### config.mk
export PLATFORM = sky130hd
export DESIGN_NAME = word_uart_tx_flat
export DESIGN_NICKNAME = d
export VERILOG_FILES = /design/src/rtl/word_uart_tx_if.sv /design/src/rtl/word_uart_tx.sv /design/src/flat_wrapper.sv
export SDC_FILE = /design/constraint.sdc
export NUM_CORES = 1
export LEC_CHECK = 0
export BUFFER_PORTS_ARGS = -buffer_cell sky130_fd_sc_hd__clkbuf_2
export CAP_MARGIN = 40
export CORE_ASPECT_RATIO = 0.5
export CORE_UTILIZATION = 45
export DETAILED_ROUTE_END_ITERATION = 16
export GPL_TIMING_DRIVEN = 0
export MAX_ROUTING_LAYER = met4
export PLACE_DENSITY_LB_ADDON = 0.3
export REMOVE_ABC_BUFFERS = 1
export SLEW_MARGIN = 30
export SYNTH_ARGS = -nofsm -noshare
export SYNTH_HDL_FRONTEND = slang
export SYNTH_SLANG_ARGS = --single-unit
### constraint.sdc
create_clock -name clk_i -period 5 [get_ports clk_i]
set_input_delay 0.5 -clock clk_i [delete_from_list [all_inputs] [get_ports clk_i]]
set_output_delay 0.5 -clock clk_i [all_outputs]
set_load 0.01 [all_outputs]
### src/rtl/word_uart_tx_if.sv
// word_uart_tx_if: word handshake plus serial line between the capture
// controller (master) and the word UART transmitter (slave).
//   stb_i  master->slave  word valid strobe, single cycle
//   d_i    master->slave  word to transmit, sampled on stb_i && rdy_o
//   rdy_o  slave->master  transmitter idle, able to accept a word
//   tx_o   slave->master  UART serial output (idle high); exposed here so
//                         the host-side line travels with the handshake
interface word_uart_tx_if #(
  parameter int WIDTH = 32
);
  logic             stb_i;
  logic [WIDTH-1:0] d_i;
  logic             rdy_o;
  logic             tx_o;

  modport master (
    output stb_i,
    output d_i,
    input  rdy_o,
    input  tx_o
  );

  modport slave (
    input  stb_i,
    input  d_i,
    output rdy_o,
    output tx_o
  );
endinterface

### src/rtl/word_uart_tx.sv
// word_uart_tx: accepts one WIDTH-bit word per strobe and sends it out as
// NBYTES back-to-back 8N1 UART frames, least-significant byte first, bits
// LSB first. rdy_o stays low until the last stop bit has fully left the line.
// Ports:
//   clk_i   system clock
//   rst_in  asynchronous reset, active low (aborts any frame, line idles high)
//   bus     word_uart_tx_if slave: stb_i, d_i in; rdy_o, tx_o out (registered)
module word_uart_tx #(
  parameter int WIDTH        = 32,
  parameter int CLKS_PER_BIT = 868
) (
  input  logic           clk_i,
  input  logic           rst_in,
  word_uart_tx_if.slave  bus
);

  localparam int NBYTES = WIDTH / 8;
  localparam int BAUD_W = (CLKS_PER_BIT > 1) ? $clog2(CLKS_PER_BIT) : 1;
  localparam int BYTE_W = (NBYTES > 1) ? $clog2(NBYTES) : 1;

  localparam logic [BAUD_W-1:0] BAUD_LAST = BAUD_W'(CLKS_PER_BIT - 1);
  localparam logic [BYTE_W-1:0] BYTE_LAST = BYTE_W'(NBYTES - 1);

  typedef enum logic [1:0] {
    IDLE,
    START,
    DATA,
    STOP
  } state_t;

  state_t            state;
  logic [WIDTH-1:0]  shift_reg;
  logic [2:0]        bit_cnt;
  logic [BYTE_W-1:0] byte_cnt;
  logic [BAUD_W-1:0] baud_cnt;
  logic              tx_q;
  logic              rdy_q;

  logic              baud_end;
  logic [2:0]        bit_nxt;

  assign baud_end  = (baud_cnt == BAUD_LAST);
  assign bit_nxt   = bit_cnt + 3'd1;

  assign bus.tx_o  = tx_q;
  assign bus.rdy_o = rdy_q;

  // tx_q is loaded with the level of the bit that starts on the same edge the
  // previous bit ends, so every level is held exactly CLKS_PER_BIT cycles and
  // the line never lags the state by a cycle.
  always_ff @(posedge clk_i or negedge rst_in) begin
    if (!rst_in) begin
      state     <= IDLE;
      shift_reg <= '0;
      bit_cnt   <= '0;
      byte_cnt  <= '0;
      baud_cnt  <= '0;
      tx_q      <= 1'b1;
      rdy_q     <= 1'b1;
    end else begin
      if (state != IDLE) begin
        baud_cnt <= baud_end ? '0 : baud_cnt + 1'b1;
      end

      case (state)
        IDLE: begin
          // rdy_q is high throughout IDLE, so a strobe here is an accept.
          if (bus.stb_i) begin
            shift_reg <= bus.d_i;
            byte_cnt  <= '0;
            bit_cnt   <= '0;
            baud_cnt  <= '0;
            tx_q      <= 1'b0;
            rdy_q     <= 1'b0;
            state     <= START;
          end
        end

        START: begin
          if (baud_end) begin
            bit_cnt <= '0;
            tx_q    <= shift_reg[0];
            state   <= DATA;
          end
        end

        DATA: begin
          if (baud_end) begin
            if (bit_cnt == 3'd7) begin
              tx_q  <= 1'b1;
              state <= STOP;
            end else begin
              bit_cnt <= bit_nxt;
              tx_q    <= shift_reg[bit_nxt];
            end
          end
        end

        STOP: begin
          if (baud_end) begin
            if (byte_cnt != BYTE_LAST) begin
              // Next byte's start bit follows the stop bit with no gap.
              byte_cnt  <= byte_cnt + 1'b1;
              shift_reg <= shift_reg >> 8;
              tx_q      <= 1'b0;
              state     <= START;
            end else begin
              rdy_q <= 1'b1;
              state <= IDLE;
            end
          end
        end

        default: begin
          tx_q  <= 1'b1;
          rdy_q <= 1'b1;
          state <= IDLE;
        end
      endcase
    end
  end

endmodule
### src/flat_wrapper.sv
// flat-port wrapper written by rule: the top's interface ports become plain ports
module word_uart_tx_flat 
#(
  parameter int WIDTH        = 32,
  parameter int CLKS_PER_BIT = 868
)
  (clk_i, rst_in, bus_stb_i, bus_d_i, bus_rdy_o, bus_tx_o);
  word_uart_tx_if #(.WIDTH(WIDTH)) bus_i ();
  input  logic clk_i;
  input  logic rst_in;
  input wire logic [$bits(bus_i.stb_i)-1:0] bus_stb_i;
  input wire logic [$bits(bus_i.d_i)-1:0] bus_d_i;
  output wire logic [$bits(bus_i.rdy_o)-1:0] bus_rdy_o;
  output wire logic [$bits(bus_i.tx_o)-1:0] bus_tx_o;
  assign bus_i.stb_i = bus_stb_i;
  assign bus_i.d_i = bus_d_i;
  assign bus_rdy_o = bus_i.rdy_o;
  assign bus_tx_o = bus_i.tx_o;
  word_uart_tx #(.WIDTH(WIDTH), .CLKS_PER_BIT(CLKS_PER_BIT)) u_core (.clk_i(clk_i), .rst_in(rst_in), .bus(bus_i));
endmodule
==> results.toml, run 1 <==
[floorplanning]
initial_utilization_pct = 47.32
ioPinCount = 37
coreArea_mm2 = 0.005539
rows = 19
die_y_um = 55.97
die_w_um = 109.9
dieArea_mm2 = 0.006153

[placement]
portBuffers = 36
placedInstanceArea_mm2 = 0.002902
placed_cells = 356
place_ws_ps = 2805
dp_hpwl_um = 3370
place_congestion = 0.7982

[timing]
tns_ps = 0
worst_slack_ps = 2762
finalSetupViolations = 0
worst_pin_slew_ps = 697.6
period_needed_ps = 2238
fin_crit_sh_pct = 44.76
rsz0062_at_grt = "false"
maxSlewViolCount = 0
skew_ps = 8.101
fmax_mhz = 446.8
slew_headroom_pct = 53.50
hold_viol = 0

[pwr]
power.leakage_uw = 0.001500
ir_worst_vdd_uv = 165.2
p_per_area_mw_per_mm2 = 273.4

[setup_path]
slowest_stage = "nor2_1"
cp-start-kind = "flip-flop"
crit_type = "flip-flop to flip-flop"
crit_arrival_ps = 2420
crit_chain = "inv_1, ha_1, inv_1, nor2_1, a211o_1, nor2_1, a31o_1"
startpoint = "u_core.state[0]$_DFFE_PN0P_"
reg2reg_depth = 7
crit_fanout = 11
r2r-start = "u_core.state[0]$_DFFE_PN0P_"
critPathRequiredTime_ps = 5180
critPathMaxStageDelay_ps = 530
crit_end = "u_core.bit_cnt[1]$_DFFE_PN0P_"
r2r-end = "u_core.bit_cnt[1]$_DFFE_PN0P_"
endpoint_kind = "flip-flop"
r2r_setup_slack_ps = 2760

[status]
status = "finished, final reports clean"

[cts]
clockBufferDepth = 2
cts_root_buffer = "clkbuf_16"
path_clk_slew_ps = 70
cts_resized = 0
cts_sinks = 51
cts_tree = "done"
postCtsSetupBuffers = 0
worst_skew_pair.late_latency_ps = 290
ctsHoldBuffers = 0
cts_buffers = 5
h-tree-depth = 2

[synthesis]
synth.avg_cell_area_um2 = 10.16
muxShareOfSynthArea_pct = 11.31
synth-compound-area-share_pct = 16.95
async_flop_share_pct = 100.0
synth-edff-count = 0
synthCells = 258
ys_warn_count = 0
ys_ff_latch = 51
synthDistinctLibCells = 45
synth_xor_area_share_pct = 0
synth_adder_area_share_pct = 3.819
syn_area_mm2 = 0.002621
synthFlopType = "dfrtp_1"
synth_top_family_by_area = "compound AO/OA/AOI/OAI gates"
synth-seq-area-share_pct = 48.78
yosys.area_share.simple_pct = 14.32

[global_routing]
grt_use_met2_pct = 27.86
grt_pass1_vias = 1906
grt_pass1_wl_um = 8245
gr-max-usage-layer = "met2"
grt_max_degree = 52
grtUsageMet1_pct = 23.08
grt_util_met3_pct = 5.269
grtUsageTotal_pct = 18.09
grt.overflow.total = 0
antenna_found_initial = 0

[finish]
area_growth_pct = 16.32
stdcell_area_mm2 = 0.003049
multi_input_comb_area_mm2 = 0.001226
fin_cells = 364
fin_util_pct = 55.05
largest_reg_flops = 32
finalNetCount = 333
fillers = 508
antenna-diode-count = 0
drive_above_1_share_pct = 20.96
seqCellArea_mm2 = 0.001279

[worst_hold_path]
hold_class = "primary input to async pin"

[detailed_routing]
avgRoutedWirePerCell_um = 13.14
drtIter0Drc = 74
num_vias = 1955
dr.pass1.iters = 5
drc = 0
drt_wl_total_um = 4783
vias_per_cell = 5.371
ant_nets = 0

[run]
drv_cap = 0
[critical path, delay by kind of cell, from the launching register on]
kind	cells	cell delay, ps
fa+ha+maj	1	410
simple gates	2	610
buf+inv	2	230
compound gates	2	480
flops	1	400
[placed cells by master, fill, tap and decap left out, drive strengths merged, types with 2 or more instances in the layout]
master	netlist	final
nand3	6	6
o21a	2	2
mux2i	24	24
o21ai	24	24
ha	8	8
o31ai	5	5
dfrtp	49	49
nand2b	3	3
nor2	31	31
nor4b	2	2
nand4	2	2
nor2b	3	3
a31o	3	3
nand3b	8	8
buf	12	3
dfstp	2	2
inv	14	15
o41ai	2	2
clkbuf	2	41
and2	2	2
a21oi	29	29
nand2	8	8
and3	2	2
mux4	2	2
clkinv	0	2
[Yosys cell counts (2+ instances only)]
cell	count	area share (%)
o31ai_1	5	1.4
nand3b_1	8	2.3
o41ai_1	2	0.67
dfstp_2	2	2.0
a31o_1	2	0.67
inv_1	14	2.0
mux4_2	2	1.7
buf_4	3	0.86
nand2b_1	3	0.72
nand4_1	2	0.48
a21oi_1	28	5.3
and2_1	2	0.48
clkbuf_1	2	0.29
mux2i_1	24	9.2
o21ai_0	23	4.4
nand3_1	5	0.95
buf_2	8	1.5
nor2_1	31	4.4
nor2b_1	3	0.72
o21a_1	2	0.57
dfrtp_1	49	47
ha_1	8	3.8
nand2_1	8	1.1
[final cells by class]
| type | count | share of cell area [%] |
|---|---|---|
| clock buffer | 5 | 4.103 |
| clock inverter | 3 | 0.7386 |
| inverter | 14 | 1.723 |
| multi-input combinational | 179 | 40.21 |
| sequential | 51 | 41.94 |
| tap | 73 | 2.995 |
| timing repair buffer | 39 | 8.289 |
[logic make-up (layout without fill, tap and decap cells)]
group	Yosys count	after routing
simple gates	70	70
compound gates	74	74
fa+ha+maj	8	8
flops	51	51
mux	27	27
buf+inv	28	61
[metrics by stage]
step / power [uW] / hold slack [ps]
final: 833.7 / 269.0
after global routing: 870.5 / 341.4
after CTS: 846.8 / 312.1
after detailed placement: 500.4 / 486.1
after global placement: 496.9 / 462.0
after floorplan: 471.5 / 204.4
[how the worst min path moves through the flow]
stage                                            start                            to  slack [ps]
after global placement    u_core.baud_cnt[6]$_DFF_PN0_  u_core.baud_cnt[6]$_DFF_PN0_         460
after floorplan                                 rst_in  u_core.baud_cnt[0]$_DFF_PN0_         200
after global routing                            rst_in  u_core.baud_cnt[3]$_DFF_PN0_         340
after detailed placement   u_core.bus.tx_o$_DFFE_PN1P_   u_core.bus.tx_o$_DFFE_PN1P_         490
after CTS                                       rst_in  u_core.baud_cnt[3]$_DFF_PN0_         310
final                                           rst_in  u_core.baud_cnt[4]$_DFF_PN0_         270
[report_power, final]
| group | leakage (uW) | internal (uW) | switching, uW |
|---|---|---|---|
| Sequential | 0.000593 | 430 | 9.90 |
| Combinational | 0.000833 | 26.2 | 24.6 |
| Clock | 0.0000742 | 187 | 156 |
[layer usage]
metal,vias up,part of all wire (%)
li1,986,-
met1,932,48
met2,31,47
met3,6,3.6
met4,0,1.2
met5,-,0
Note: power is estimated with default switching activity, not from simulation.
==> run 2: changes to the inputs <==
==> constraint.sdc (replaced) <==
create_clock -name clk_i -period 2.3 [get_ports clk_i]
set_input_delay 0.23 -clock clk_i [delete_from_list [all_inputs] [get_ports clk_i]]
set_output_delay 0.23 -clock clk_i [all_outputs]
set_load 0.01 [all_outputs]
==> run 2 against run 1 <==
Against the previous run:
- the flow now finishes with violations (negative hold slack)
- register-to-register slack worse by 2600 ps
- routed wire length is 1.1% higher
- first-iteration DRC count is 11% lower
- via count is 0.36% higher
- critical path type unchanged
- maximum frequency is 6.2% higher
- worst setup slack worse by 2600 ps
- clock skew hardly changed
- hold slack worse by 270 ps
==> results.toml, run 2 (synthesized netlist as in run 1, its figures left out) <==
[status]
status = "finished with violations"
violations = "negative hold slack"

[timing]
worst_pin_slew_ps = 695.5
rsz0062_at_grt = "false"
finalSetupViolations = 0
fin_crit_sh_pct = 91.66
worst_slack_ps = 191.7
maxSlewViolCount = 0
period_needed_ps = 2108
hold_viol = 2
tns_ps = 0
fin_hold_ws_ps = -0.03730
fmax_mhz = 474.3
slew_headroom_pct = 53.63
skew_ps = 7.979

[detailed_routing]
avgRoutedWirePerCell_um = 13.28
dr.pass1.iters = 4
drt_wl_total_um = 4835
drc = 0
num_vias = 1962
ant_nets = 0
vias_per_cell = 5.390
drtIter0Drc = 66

[cts]
cts_sinks = 51
cts_tree = "done"
clockBufferDepth = 2
worst_skew_pair.late_latency_ps = 290
path_clk_slew_ps = 70
cts_buffers = 5
cts_root_buffer = "clkbuf_16"
h-tree-depth = 2

[global_routing]
grt_max_degree = 52
grt_pass1_wl_um = 8245
antenna_found_initial = 0
grt.overflow.total = 0
grt_pass1_vias = 1906
grtUsageTotal_pct = 18.09

[finish]
stdcell_area_mm2 = 0.003062
drive_above_1_share_pct = 21.31
layout_commonest_cell = "dfrtp_1"
finalNetCount = 333
largest_reg_flops = 32
final_cell_mix = "dfrtp_1 (49), clkbuf_2 (35), nor2_1 (30)"
antenna-diode-count = 0
area_growth_pct = 16.80
fillers = 506

[setup_path]
crit_type = "flip-flop to flip-flop"
crit_fanout = 11
reg2reg_depth = 7
crit_chain = "inv_1, ha_1, inv_1, nor2_2, a211o_1, nor2_1, a31o_1"
critPathTopFamily = "compound AO/OA/AOI/OAI gates"
slowest_stage = "dfrtp_1"
startpoint = "u_core.state[0]$_DFFE_PN0P_"
crit_arrival_ps = 2290
cp-start-kind = "flip-flop"
cp_num_cells = 7
r2r-start = "u_core.state[0]$_DFFE_PN0P_"
crit_end = "u_core.bit_cnt[1]$_DFFE_PN0P_"
critPathRequiredTime_ps = 2480
critPathMaxStageDelay_ps = 430
worst-path-buf-inv = 2
endpoint_kind = "flip-flop"
r2r-end = "u_core.bit_cnt[1]$_DFFE_PN0P_"
r2r_setup_slack_ps = 190
crit_top_cell = "inv_1"

[floorplanning]
ioPinCount = 37
initial_utilization_pct = 47.32
die_w_um = 109.9
coreArea_mm2 = 0.005539
dieArea_mm2 = 0.006153
die_y_um = 55.97
rows = 19

[placement]
place_ws_ps = 104.7
placedInstanceArea_mm2 = 0.002902
portBuffers = 36
place_congestion = 0.7982
dp_hpwl_um = 3370

[pwr]
p_per_area_mw_per_mm2 = 592.0
ir_worst_vdd_uv = 358.6
finalPower_uw = 1812
power.leakage_uw = 0.001502

[worst_hold_path]
hold_class = "primary input to async pin"

[run]
drv_cap = 0
run 2: cell counts in the layout (fill, tap and decap cells not counted):
No cell type changed its count.
run 2: repair_timing:
item,CTS,global route
hold buffers,0,0
setup endpoints to repair,0,35
buffers inserted,0,0
resized for setup,0,2
run 2: layout make-up:
| type | count | area (um2) | area share [%] |
|---|---|---|---|
| multi-input combinational | 179 | 1239 | 40.46 |
| clock inverter | 3 | 22.52 | 0.7356 |
| timing repair buffer | 39 | 252.7 | 8.255 |
| inverter | 14 | 52.55 | 1.716 |
| clock buffer | 5 | 125.1 | 4.087 |
| tap | 73 | 91.34 | 2.983 |
| sequential | 51 | 1279 | 41.77 |
run 2: how the worst min path moves through the flow:
stage / from / to / cells after the start
CTS: rst_in / u_core.baud_cnt[3]$_DFF_PN0_ / 1
floorplan: rst_in / u_core.baud_cnt[0]$_DFF_PN0_ / 0
global placement: u_core.baud_cnt[6]$_DFF_PN0_ / u_core.baud_cnt[6]$_DFF_PN0_ / 1
finish: rst_in / u_core.baud_cnt[4]$_DFF_PN0_ / 1
detailed placement: rst_in / u_core.baud_cnt[6]$_DFF_PN0_ / 1
global route: rst_in / u_core.baud_cnt[3]$_DFF_PN0_ / 1
run 2: per-stage QoR:
stage | hold slack, ps | utilization [%] | cells
finish | -0.03730 | 55.27 | 364
global route | 71.39 | 55.27 | 364
CTS | 42.09 | 55.05 | 364
detailed placement | 354.3 | 52.38 | 356
global placement | 462.0 | 50.89 | 353
floorplan | -65.59 | - | 244
run 2: worst register-to-register path, delay by kind of cell, from the launching register on:
family | cells | cell delay (ps)
AND/OR/NAND/NOR | 2 | 450
adder cells (fa/ha/maj) | 1 | 400
buffers and inverters | 2 | 260
flip-flops | 1 | 430
AO/OA/AOI/OAI | 2 | 460
run 2: power by group:
group | internal (uW) | leakage (uW) | total [uW] | switching, uW
Sequential | 935 | 0.000593 | 957 | 21.7
Clock | 407 | 0.0000742 | 745 | 338
Combinational | 57.0 | 0.000835 | 111 | 53.6
run 2: routing by layer:
| layer | GRT usage (%) | wire [um] |
|---|---|---|
| met1 | 23.08 | 2359 |
| met2 | 27.86 | 2255 |
| met3 | 5.269 | 165 |
| met4 | 5.714 | 54 |
| met5 | - | 0 |
==> run 3: changes to the inputs <==
--- a/config.mk
+++ b/config.mk
@@ -8,7 +8,9 @@
 export BUFFER_PORTS_ARGS = -buffer_cell sky130_fd_sc_hd__clkbuf_2
 export CAP_MARGIN = 40
 export CORE_ASPECT_RATIO = 0.5
+export CORE_MARGIN = 4
 export CORE_UTILIZATION = 45
+export CTS_BUF_LIST = sky130_fd_sc_hd__clkbuf_8
 export DETAILED_ROUTE_END_ITERATION = 16
 export GPL_TIMING_DRIVEN = 0
 export MAX_ROUTING_LAYER = met4
==> run 3 against run 2 <==
Against the previous run:
- sequential share of layout area rose by 0.87 points
- largest cell class unchanged
- hold slack got worse by 28 ps
- final area fell by 2.0%
- power fell by 13%
- the run still ends with negative hold slack left
- critical path depth did not move
- count of clock-buffer cells in the layout did not move
- via count rose by 0.82%
- routed wire length rose by 4.6%
- clock skew rose by 1.6 ps
==> results.toml, run 3 (synthesized netlist as in run 1, its figures left out) <==
[status]
status = "finished with violations"
violations = "negative hold slack"

[global_routing]
grt_max_degree = 52
grtUsageTotal_pct = 15.48
grt.overflow.total = 0
grt_pass1_wl_um = 8480
antenna_found_initial = 0
grt_pass1_vias = 1942

[cts]
worst_skew_pair.late_latency_ps = 310
h-tree-depth = 2
cts_sinks = 51
ctsHoldBuffers = 0
cts_root_buffer = "clkbuf_8"
clockBufferDepth = 2
cts_buffers = 5
path_clk_slew_ps = 90
cts_tree = "done"
postCtsSetupBuffers = 0

[placement]
dp_hpwl_um = 3595
place_congestion = 0.8282
placed_cells = 356
portBuffers = 36
place_ws_ps = 52.67

[detailed_routing]
ant_nets = 0
vias_per_cell = 5.449
avgRoutedWirePerCell_um = 13.93
drt_wl_total_um = 5057
drtIter0Drc = 85
num_vias = 1978
dr.pass1.iters = 4
drc = 0

[finish]
fin_cells = 363
drive_above_1_share_pct = 21.38
fin_util_pct = 53.91
final_cell_mix = "dfrtp_1 (49), clkbuf_2 (35), nor2_1 (30)"
largest_reg_flops = 32
antenna-diode-count = 0
layout_commonest_cell = "dfrtp_1"
fillers = 526
area_growth_pct = 14.42
multi_input_comb_area_mm2 = 0.001241
seqCellArea_mm2 = 0.001279
finalNetCount = 333

[floorplanning]
die_y_um = 61.97
die_w_um = 115.9
initial_utilization_pct = 47.12
dieArea_mm2 = 0.007184
rows = 19
ioPinCount = 37
coreArea_mm2 = 0.005563

[timing]
fmax_mhz = 470.7
fin_hold_ws_ps = -27.66
period_needed_ps = 2125
skew_ps = 9.535
rsz0062_at_grt = "false"
finalSetupViolations = 0
tns_ps = 0
fin_crit_sh_pct = 92.37
worst_pin_slew_ps = 686.2
slew_headroom_pct = 54.25
hold_viol = 26
worst_slack_ps = 175.4
maxSlewViolCount = 0

[pwr]
seqPwrFrac_pct = 60.8
power.clock.fraction_pct = 32.1
intPower_uw = 1200
swShare_pct = 23.62
combPwrFrac_pct = 7.1
ir_worst_vdd_uv = 352.3
p_switching_uw = 371.1
power.leakage_uw = 0.001468
p_per_area_mw_per_mm2 = 523.9

[setup_path]
slowest_stage = "dfrtp_1"
r2r-start = "u_core.state[0]$_DFFE_PN0P_"
r2r-end = "u_core.state[0]$_DFFE_PN0P_"
endpoint_kind = "flip-flop"
startpoint = "u_core.state[0]$_DFFE_PN0P_"
crit_type = "flip-flop to flip-flop"
crit_chain = "inv_1, ha_1, or2_2, nor2_1, o221a_2, nor4b_1, a21oi_1"
reg2reg_depth = 7
critPathMaxStageDelay_ps = 450
crit_fanout = 6
critPathRequiredTime_ps = 2470
crit_arrival_ps = 2300
cp-start-kind = "flip-flop"
crit_end = "u_core.state[0]$_DFFE_PN0P_"
r2r_setup_slack_ps = 180

[run]
drv_cap = 0

[worst_hold_path]
hold_class = "primary input to async pin"
[run 3: metal layers]
| layer | wire length, um | global-route usage [%] | part of all wire [%] |
|---|---|---|---|
| met5 | 0 | - | 0 |
| met4 | 25 | 3.967 | 0.49 |
| met3 | 175 | 3.675 | 3.5 |
| met2 | 2512 | 26.57 | 50 |
| met1 | 2343 | 18.89 | 46 |
[run 3: cell type report]
type	instances	area share (%)
Timing Repair Buffer	39	8.427
Multi-Input combinational cell	179	41.39
Tap cell	73	3.045
Clock inverter	2	0.4589
Sequential cell	51	42.64
Clock buffer	5	2.295
Inverter	14	1.752
[run 3: worst min-delay path by stage]
stage                                 startpoint                                to  slack, ps
finish                                    rst_in      u_core.baud_cnt[4]$_DFF_PN0_        -30
global route                              rst_in      u_core.baud_cnt[4]$_DFF_PN0_         40
CTS                                       rst_in  u_core.shift_reg[11]$_DFFE_PN0P_          9
detailed placement                        rst_in      u_core.baud_cnt[4]$_DFF_PN0_        340
global placement    u_core.baud_cnt[6]$_DFF_PN0_      u_core.baud_cnt[6]$_DFF_PN0_        460
floorplan                                 rst_in      u_core.baud_cnt[0]$_DFF_PN0_        -70
[run 3: power by group through the flow]
stage               Sequential (uW)  Clock (uW)  Combinational (uW)
floorplan                       968           0                56.9
global placement                972           0                 108
detailed placement              974           0                 113
CTS                             957         519                 114
global route                    961         550                 130
finish                          956         504                 111
[run 3: through the flow]
step                      power (uW)  area [um2]  hold slack, ps
after floorplan                 1025        2547          -65.59
after global placement          1080        2819           461.3
after detailed placement        1088        2902           344.7
after CTS                       1590        2984           8.905
after global routing            1641        2999           43.56
final                           1571        2999          -27.66
[run 3: repair_timing]
item	CTS	global route
resized for setup	0	3
endpoints found under the hold margin	0	0
endpoints found under the setup margin	0	36
[run 3: worst max-delay path, delay by kind of cell, from the launching register on]
kind | cells | cell delay [ps]
AND/OR/NAND/NOR | 3 | 790
adder cells (fa/ha/maj) | 1 | 300
flip-flops | 1 | 450
buffers and inverters | 1 | 140
AO/OA/AOI/OAI | 2 | 320
